==> src/rtl/multi_nb.sv <==
// Radix-2 sequential shift-add multiplier with signed/unsigned mode and a fixed latency.
// One multiplier bit is consumed per cycle; the sign is applied to the magnitude product when the operation ends.
module multi_nb #(
    parameter int LARG_A = 16,
    parameter int LARG_B = 8,
    parameter int LARG_P = 16
) (
    input  logic              clk,
    input  logic              rst_n,
    input  logic              inicio,
    input  logic              com_sinal,
    input  logic [LARG_A-1:0] multiplicando,
    input  logic [LARG_B-1:0] multiplicador,
    output logic [LARG_P-1:0] produto,
    output logic              fim,
    output logic              ocupado,
    output logic              estouro
);

    localparam int LARG_R = LARG_A + LARG_B;
    localparam int LARG_C = $clog2(LARG_B + 1);

    typedef enum logic [1:0] {
        OCIOSO  = 2'd0,
        CALCULA = 2'd1,
        FIM     = 2'd2
    } estado_t;

    estado_t r_estado;
    estado_t w_prox;

    logic [LARG_R-1:0] r_acc;
    logic [LARG_R-1:0] r_a_desl;
    logic [LARG_B-1:0] r_b;
    logic [LARG_C-1:0] r_cont;
    logic              r_sinal;
    logic              r_com_sinal;
    logic [LARG_P-1:0] r_produto;
    logic              r_fim;
    logic              r_ocupado;
    logic              r_estouro;

    logic              w_aceita;
    logic              w_passo;
    logic              w_final;
    logic [LARG_A-1:0] w_mag_a;
    logic [LARG_B-1:0] w_mag_b;
    logic              w_sinal_novo;
    logic [LARG_R-1:0] w_res;
    logic              w_estouro;

    // Magnitudes are only taken in signed mode; the most negative value wraps to its own unsigned magnitude.
    assign w_mag_a      = (com_sinal && multiplicando[LARG_A-1]) ? -multiplicando : multiplicando;
    assign w_mag_b      = (com_sinal && multiplicador[LARG_B-1]) ? -multiplicador : multiplicador;
    assign w_sinal_novo = com_sinal & (multiplicando[LARG_A-1] ^ multiplicador[LARG_B-1]);

    assign w_res = r_sinal ? -r_acc : r_acc;

    generate
        if (LARG_P == LARG_R) begin : g_sem_corte
            assign w_estouro = 1'b0;
        end else begin : g_corte
            logic w_est_u;
            logic w_est_s;
            assign w_est_u   = |w_res[LARG_R-1:LARG_P];
            // Signed fit: the discarded bits and the new sign bit must all agree.
            assign w_est_s   = ~((&w_res[LARG_R-1:LARG_P-1]) | ~(|w_res[LARG_R-1:LARG_P-1]));
            assign w_estouro = r_com_sinal ? w_est_s : w_est_u;
        end
    endgenerate

    always_ff @(posedge clk or negedge rst_n) begin
        if (!rst_n) begin
            r_estado <= OCIOSO;
        end else begin
            r_estado <= w_prox;
        end
    end

    always_comb begin
        w_prox   = r_estado;
        w_aceita = 1'b0;
        w_passo  = 1'b0;
        w_final  = 1'b0;
        case (r_estado)
            OCIOSO, FIM: begin
                if (inicio) begin
                    w_aceita = 1'b1;
                    w_prox   = CALCULA;
                end
            end
            CALCULA: begin
                if (r_cont != '0) begin
                    w_passo = 1'b1;
                end else begin
                    w_final = 1'b1;
                    w_prox  = FIM;
                end
            end
            default: begin
                w_prox = OCIOSO;
            end
        endcase
    end

    always_ff @(posedge clk or negedge rst_n) begin
        if (!rst_n) begin
            r_acc       <= '0;
            r_a_desl    <= '0;
            r_b         <= '0;
            r_cont      <= '0;
            r_sinal     <= 1'b0;
            r_com_sinal <= 1'b0;
            r_produto   <= '0;
            r_estouro   <= 1'b0;
            r_fim       <= 1'b0;
            r_ocupado   <= 1'b0;
        end else begin
            if (w_aceita) begin
                r_acc       <= '0;
                r_a_desl    <= {{LARG_B{1'b0}}, w_mag_a};
                r_b         <= w_mag_b;
                r_cont      <= LARG_C'(LARG_B);
                r_sinal     <= w_sinal_novo;
                r_com_sinal <= com_sinal;
            end else if (w_passo) begin
                if (r_b[0]) begin
                    r_acc <= r_acc + r_a_desl;
                end
                r_a_desl <= r_a_desl << 1;
                r_b      <= r_b >> 1;
                r_cont   <= r_cont - LARG_C'(1);
            end else if (w_final) begin
                r_produto <= w_res[LARG_P-1:0];
                r_estouro <= w_estouro;
            end
            // Flags follow the next state so they change on the same edge as the state.
            r_ocupado <= (w_prox == CALCULA);
            r_fim     <= (w_prox == FIM);
        end
    end

    assign produto = r_produto;
    assign fim     = r_fim;
    assign ocupado = r_ocupado;
    assign estouro = r_estouro;

endmodule
==> config.mk <==
export PLATFORM = sky130hd
export DESIGN_NAME = multi_nb
export DESIGN_NICKNAME = d
export VERILOG_FILES = /design/src/rtl/multi_nb.sv
export SDC_FILE = /design/constraint.sdc
export NUM_CORES = 1
export LEC_CHECK = 0
export CAP_MARGIN = 20
export CORE_MARGIN = 1.5
export CORE_UTILIZATION = 60
export CTS_BUF_LIST = sky130_fd_sc_hd__clkbuf_8
export DETAILED_ROUTE_END_ITERATION = 12
export PLACE_DENSITY_LB_ADDON = 0.25
export SYNTH_ARGS = -nofsm -noshare
export SYNTH_HDL_FRONTEND = slang
export SYNTH_SLANG_ARGS = --single-unit
==> constraint.sdc <==
create_clock -name clk -period 3.4 [get_ports clk]
set_input_delay 0.68 -clock clk [delete_from_list [all_inputs] [get_ports clk]]
set_output_delay 0.68 -clock clk [all_outputs]
set_load 0.005 [all_outputs]
==> reports/summary.log <==
INFO  run_status     outcome=complete, but fails checks
INFO  run_status     failing_checks=design-rule violations
INFO  synth          synth-compound-area-share=18.8%
INFO  drt            drc_errors=5
INFO  cts            cts-root-to-sink-buffers=2
INFO  place          globalplace.congestion=0.900
INFO  place          post-place-ws=0.540ns
INFO  power_and_ir_drop report.power.total=6.04mW
INFO  cells_and_area layout.nets=745
INFO  setup_path     timing.reg2reg.worst_path_depth=9
INFO  power_and_ir_drop p_leak=2.73nW
INFO  run            max_cap_viol_count=0
INFO  synth          synth_cell_type_count=57
INFO  synth          ys_warn_count=0
INFO  setup_path     ff2ff_setup_slack=0.50ns
INFO  synth          yosys.cell_count.top_type=sky130_fd_sc_hd__nand2_1
INFO  timing         timing.final.hold_violations=0
INFO  cells_and_area multi_input_gate_area_in_the_final_layout=0.00320mm^2
INFO  cells_and_area layout-area-overhead-vs-synth=13.2%
INFO  cells_and_area finalInstanceArea=0.00621mm^2
INFO  timing         setup_viol=0
INFO  synth          synth-simple-area-share=22.7%
INFO  synth          avgSynthCellArea=8.35um^2
INFO  drt            route.final.wire_length=12,500um
INFO  cts            tritoncts_num_sinks=83
INFO  cts            number_of_buffers_added_by_the_clock_tree_synthesis_step=9
INFO  drt            detail_route.wl_per_cell=15.5um
INFO  synth          postSynth.asyncResetShare=100%
INFO  synth          post_synth_xor_area_fraction=9.41%
INFO  grt            grt_start_max_net_pins=53
INFO  power_and_ir_drop worst_ir_drop_vdd=0.335mV
INFO  synth          synthFlopType=sky130_fd_sc_hd__dfrtp_1
INFO  synth          cell_type_with_the_highest_aggregate_area_in_the_netlist=sky130_fd_sc_hd__dfrtp_1
INFO  cts            worstSkewPairLatency=0.36ns
INFO  cts            clock_root_cell=sky130_fd_sc_hd__clkbuf_8
INFO  synth          synth_top_cells_by_count=sky130_fd_sc_hd__nand2_1 (117), sky130_fd_sc_hd__dfrtp_1 (83), sky130_fd_sc_hd__o21ai_0 (56)
INFO  cells_and_area regArea=0.00208mm^2
INFO  synth          mappedNetlistNets=713
INFO  drt            first_pass_iters=9
INFO  synth          synth_enable_flop_cells=0
INFO  synth          netlist_instances=657
INFO  floorplanning  core=0.00881mm^2
INFO  cts            cts-resized-gates=0
INFO  cells_and_area layout.filler_cells=725
INFO  floorplanning  initial_core_util=62.3%
INFO  grt            grt_pass1_wl=21,500um
INFO  floorplanning  std_cell_rows=34
INFO  synth          synth.top_cells.by_area=sky130_fd_sc_hd__dfrtp_1 (38%), sky130_fd_sc_hd__nand2_1 (8.0%), sky130_fd_sc_hd__ha_1 (6.2%)
INFO  grt            grtUsageTotal=27.0%
INFO  timing         final.min_clock_period=2.90ns
INFO  floorplanning  die_width=98.6um
INFO  power_and_ir_drop power_density=972mW/mm^2
INFO  timing         worst_clock_skew=0.0115ns
INFO  cts            tritoncts=built
INFO  setup_path     critical_path_peak_fanout=5
INFO  grt            number_of_antenna_violations_at_the_first_check_in_global_routing=0
INFO  drt            drt.antenna.violating_nets=0
INFO  grt            first_global_vias=4,605
INFO  cells_and_area post_route_cells_drive_above_1_share=5.48%
INFO  cts            postCtsSetupBuffers=0
INFO  cts            cts-htree-levels=3
INFO  synth          yosys_register_bits=83
INFO  synth          synth_top_family_by_area=simple AND/OR/NAND/NOR gates
INFO  synth          syn-cell-area=0.00549mm^2
INFO  grt            grt_overflow_total=0
INFO  timing         maxSlewHeadroom=31.8%
INFO  timing         max_slew.worst_pin.slew=1.02ns
INFO  cts            postCtsHoldBufs=0
INFO  setup_path     timing_worst_setup_path_type=reg2reg
INFO  setup_path     timing.critical_path.arrival=3.18ns
INFO  place          placed_cell_area=0.00601mm^2
INFO  setup_path     cp-start-kind=flip-flop
INFO  place          post-dp-hpwl=9190um
INFO  timing         drv_slew=0
INFO  drt            via_count=4,830
INFO  setup_path     timing.critical_path.to_type=flip-flop
INFO  synth          post_synth_mux_area_share=0.752%
INFO  cts            cts.reportedPaths.clkPinSlew=0.09ns
INFO  floorplanning  die_h=98.6um
INFO  timing         layout_worst_path_cycle_share=85.3%
INFO  timing         rsz_0062_raised_after_global_routing=false
INFO  floorplanning  die_area=0.00973mm^2
INFO  place          place.port_buffers=46
INFO  synth          synthDominantCellAreaShare=37.8%
INFO  drt            vias_per_cell=6.02
INFO  timing         setup_total_negative_slack=0ns
INFO  floorplanning  num_io_pins=47
INFO  setup_path     timing.rr.end=r_acc[23]$_DFFE_PN0P_
INFO  setup_path     reg2reg_from=r_acc[4]$_DFFE_PN0P_
INFO  timing         fin_ws=0.499ns
INFO  timing         worst_hold_slack=0.257ns
INFO  worst_hold_path hold_path_class=in2async
INFO  timing         highest_clock_rate=345MHz
INFO  synth          seq_area_frac_synth=37.8%
INFO  cells_and_area insertedDiodeCount=0
INFO  drt            drt_iter0_drc=269
INFO  setup_path     critical_path_data_required_time=3.68ns
INFO  synth          adder_cell_area_share_of_the_yosys_netlist=6.52%
==> cells in the final DEF, fill, tap and decap left out, types with 5 or more instances in the layout <==
cell type                         netlist  layout
sky130_fd_sc_hd__nand3_1               35      35
sky130_fd_sc_hd__clkdlybuf4s50_1        0      45
sky130_fd_sc_hd__and3_1                 7       7
sky130_fd_sc_hd__clkbuf_8               1      10
sky130_fd_sc_hd__nand2b_1               6       5
sky130_fd_sc_hd__ha_1                  27      27
sky130_fd_sc_hd__a211oi_1               6       6
sky130_fd_sc_hd__o41ai_1                5       5
sky130_fd_sc_hd__a31oi_1               30      30
sky130_fd_sc_hd__a21o_1                 9       9
sky130_fd_sc_hd__buf_4                  0       8
sky130_fd_sc_hd__and2_1                 5       5
sky130_fd_sc_hd__a21oi_1               24      24
sky130_fd_sc_hd__nand2_1              117     117
sky130_fd_sc_hd__xor2_1                35      35
sky130_fd_sc_hd__dfrtp_1               83      83
sky130_fd_sc_hd__o31ai_1               11      11
sky130_fd_sc_hd__nor3_1                15      15
sky130_fd_sc_hd__xnor2_1               24      24
sky130_fd_sc_hd__nor2_1                48      48
sky130_fd_sc_hd__o21ai_0               56      56
sky130_fd_sc_hd__inv_1                 18      18
==> area by class of cell <==
| class | count | area share [%] |
|---|---|---|
| Sequential cell | 83 | 33.4 |
| Timing Repair Buffer | 54 | 8.54 |
| Tap cell | 108 | 2.17 |
| Inverter | 18 | 1.09 |
| Clock buffer | 10 | 2.22 |
| Multi-Input combinational cell | 523 | 51.5 |
| Clock inverter | 6 | 1.05 |
==> cells by family (layout without fill, tap and decap cells) <==
| group | after synthesis | in the layout |
|---|---|---|
| fa+ha+maj | 28 | 28 |
| xor+xnor | 59 | 59 |
| compound gates | 165 | 165 |
| buf+inv | 51 | 88 |
| flops | 83 | 83 |
| mux | 4 | 4 |
| simple gates | 267 | 267 |
==> layer usage <==
| metal | wire [um] | vias up | track usage [%] |
|---|---|---|---|
| li1 | - | 2394 | - |
| met1 | 5720 | 2284 | 37.8 |
| met2 | 5940 | 144 | 44.8 |
| met3 | 701 | 8 | 3.83 |
| met4 | 92 | 0 | 6.15 |
| met5 | 0 | - | 0 |
==> flip-flops by register name (all words and copies together), names as in the netlist <==
name and count:
r_acc 24, r_sinal 1, fim 1, produto 16
r_a_desl 24, r_cont 4, r_com_sinal 1, ocupado 1
r_b 8, estouro 1, r_estado 2
==> how the worst max path moves through the flow <==
stage                               from                    end  depth (start not counted)
floorplan           r_acc[4]$_DFFE_PN0P_  r_acc[23]$_DFFE_PN0P_                          9
global placement    r_acc[4]$_DFFE_PN0P_  r_acc[23]$_DFFE_PN0P_                          9
detailed placement  r_acc[4]$_DFFE_PN0P_  r_acc[23]$_DFFE_PN0P_                          9
CTS                 r_acc[4]$_DFFE_PN0P_  r_acc[23]$_DFFE_PN0P_                          9
global route        r_acc[4]$_DFFE_PN0P_  r_acc[23]$_DFFE_PN0P_                          9
finish              r_acc[4]$_DFFE_PN0P_  r_acc[23]$_DFFE_PN0P_                          9
==> per-stage QoR <==
| step | instances | util (%) |
|---|---|---|
| final | 802 | 70.6 |
| after global routing | 802 | 70.6 |
| after CTS | 802 | 70.6 |
| after detailed placement | 786 | 68.3 |
| after global placement | 786 | 68.3 |
| after floorplan | 657 | - |
==> critical path, cell delays in order, from the launching register on <==
cell	delay, ns
sky130_fd_sc_hd__dfrtp_1	0.44
sky130_fd_sc_hd__ha_1	0.37
sky130_fd_sc_hd__a21oi_1	0.31
sky130_fd_sc_hd__o211ai_1	0.17
sky130_fd_sc_hd__a211oi_2	0.34
sky130_fd_sc_hd__nor2_1	0.12
sky130_fd_sc_hd__o41a_1	0.42
sky130_fd_sc_hd__a31oi_1	0.22
sky130_fd_sc_hd__mux2i_1	0.23
sky130_fd_sc_hd__mux2i_1	0.20
==> where the power goes <==
group	switching [mW]	internal (mW)	total (mW)	leakage (nW)
Sequential	0.527	1.45	1.97	1.05
Combinational	1.86	1.49	3.34	1.58
Clock	0.365	0.359	0.725	0.102
Total	2.75	3.29	6.04	2.73
Note: power is estimated with default switching activity, not from simulation.
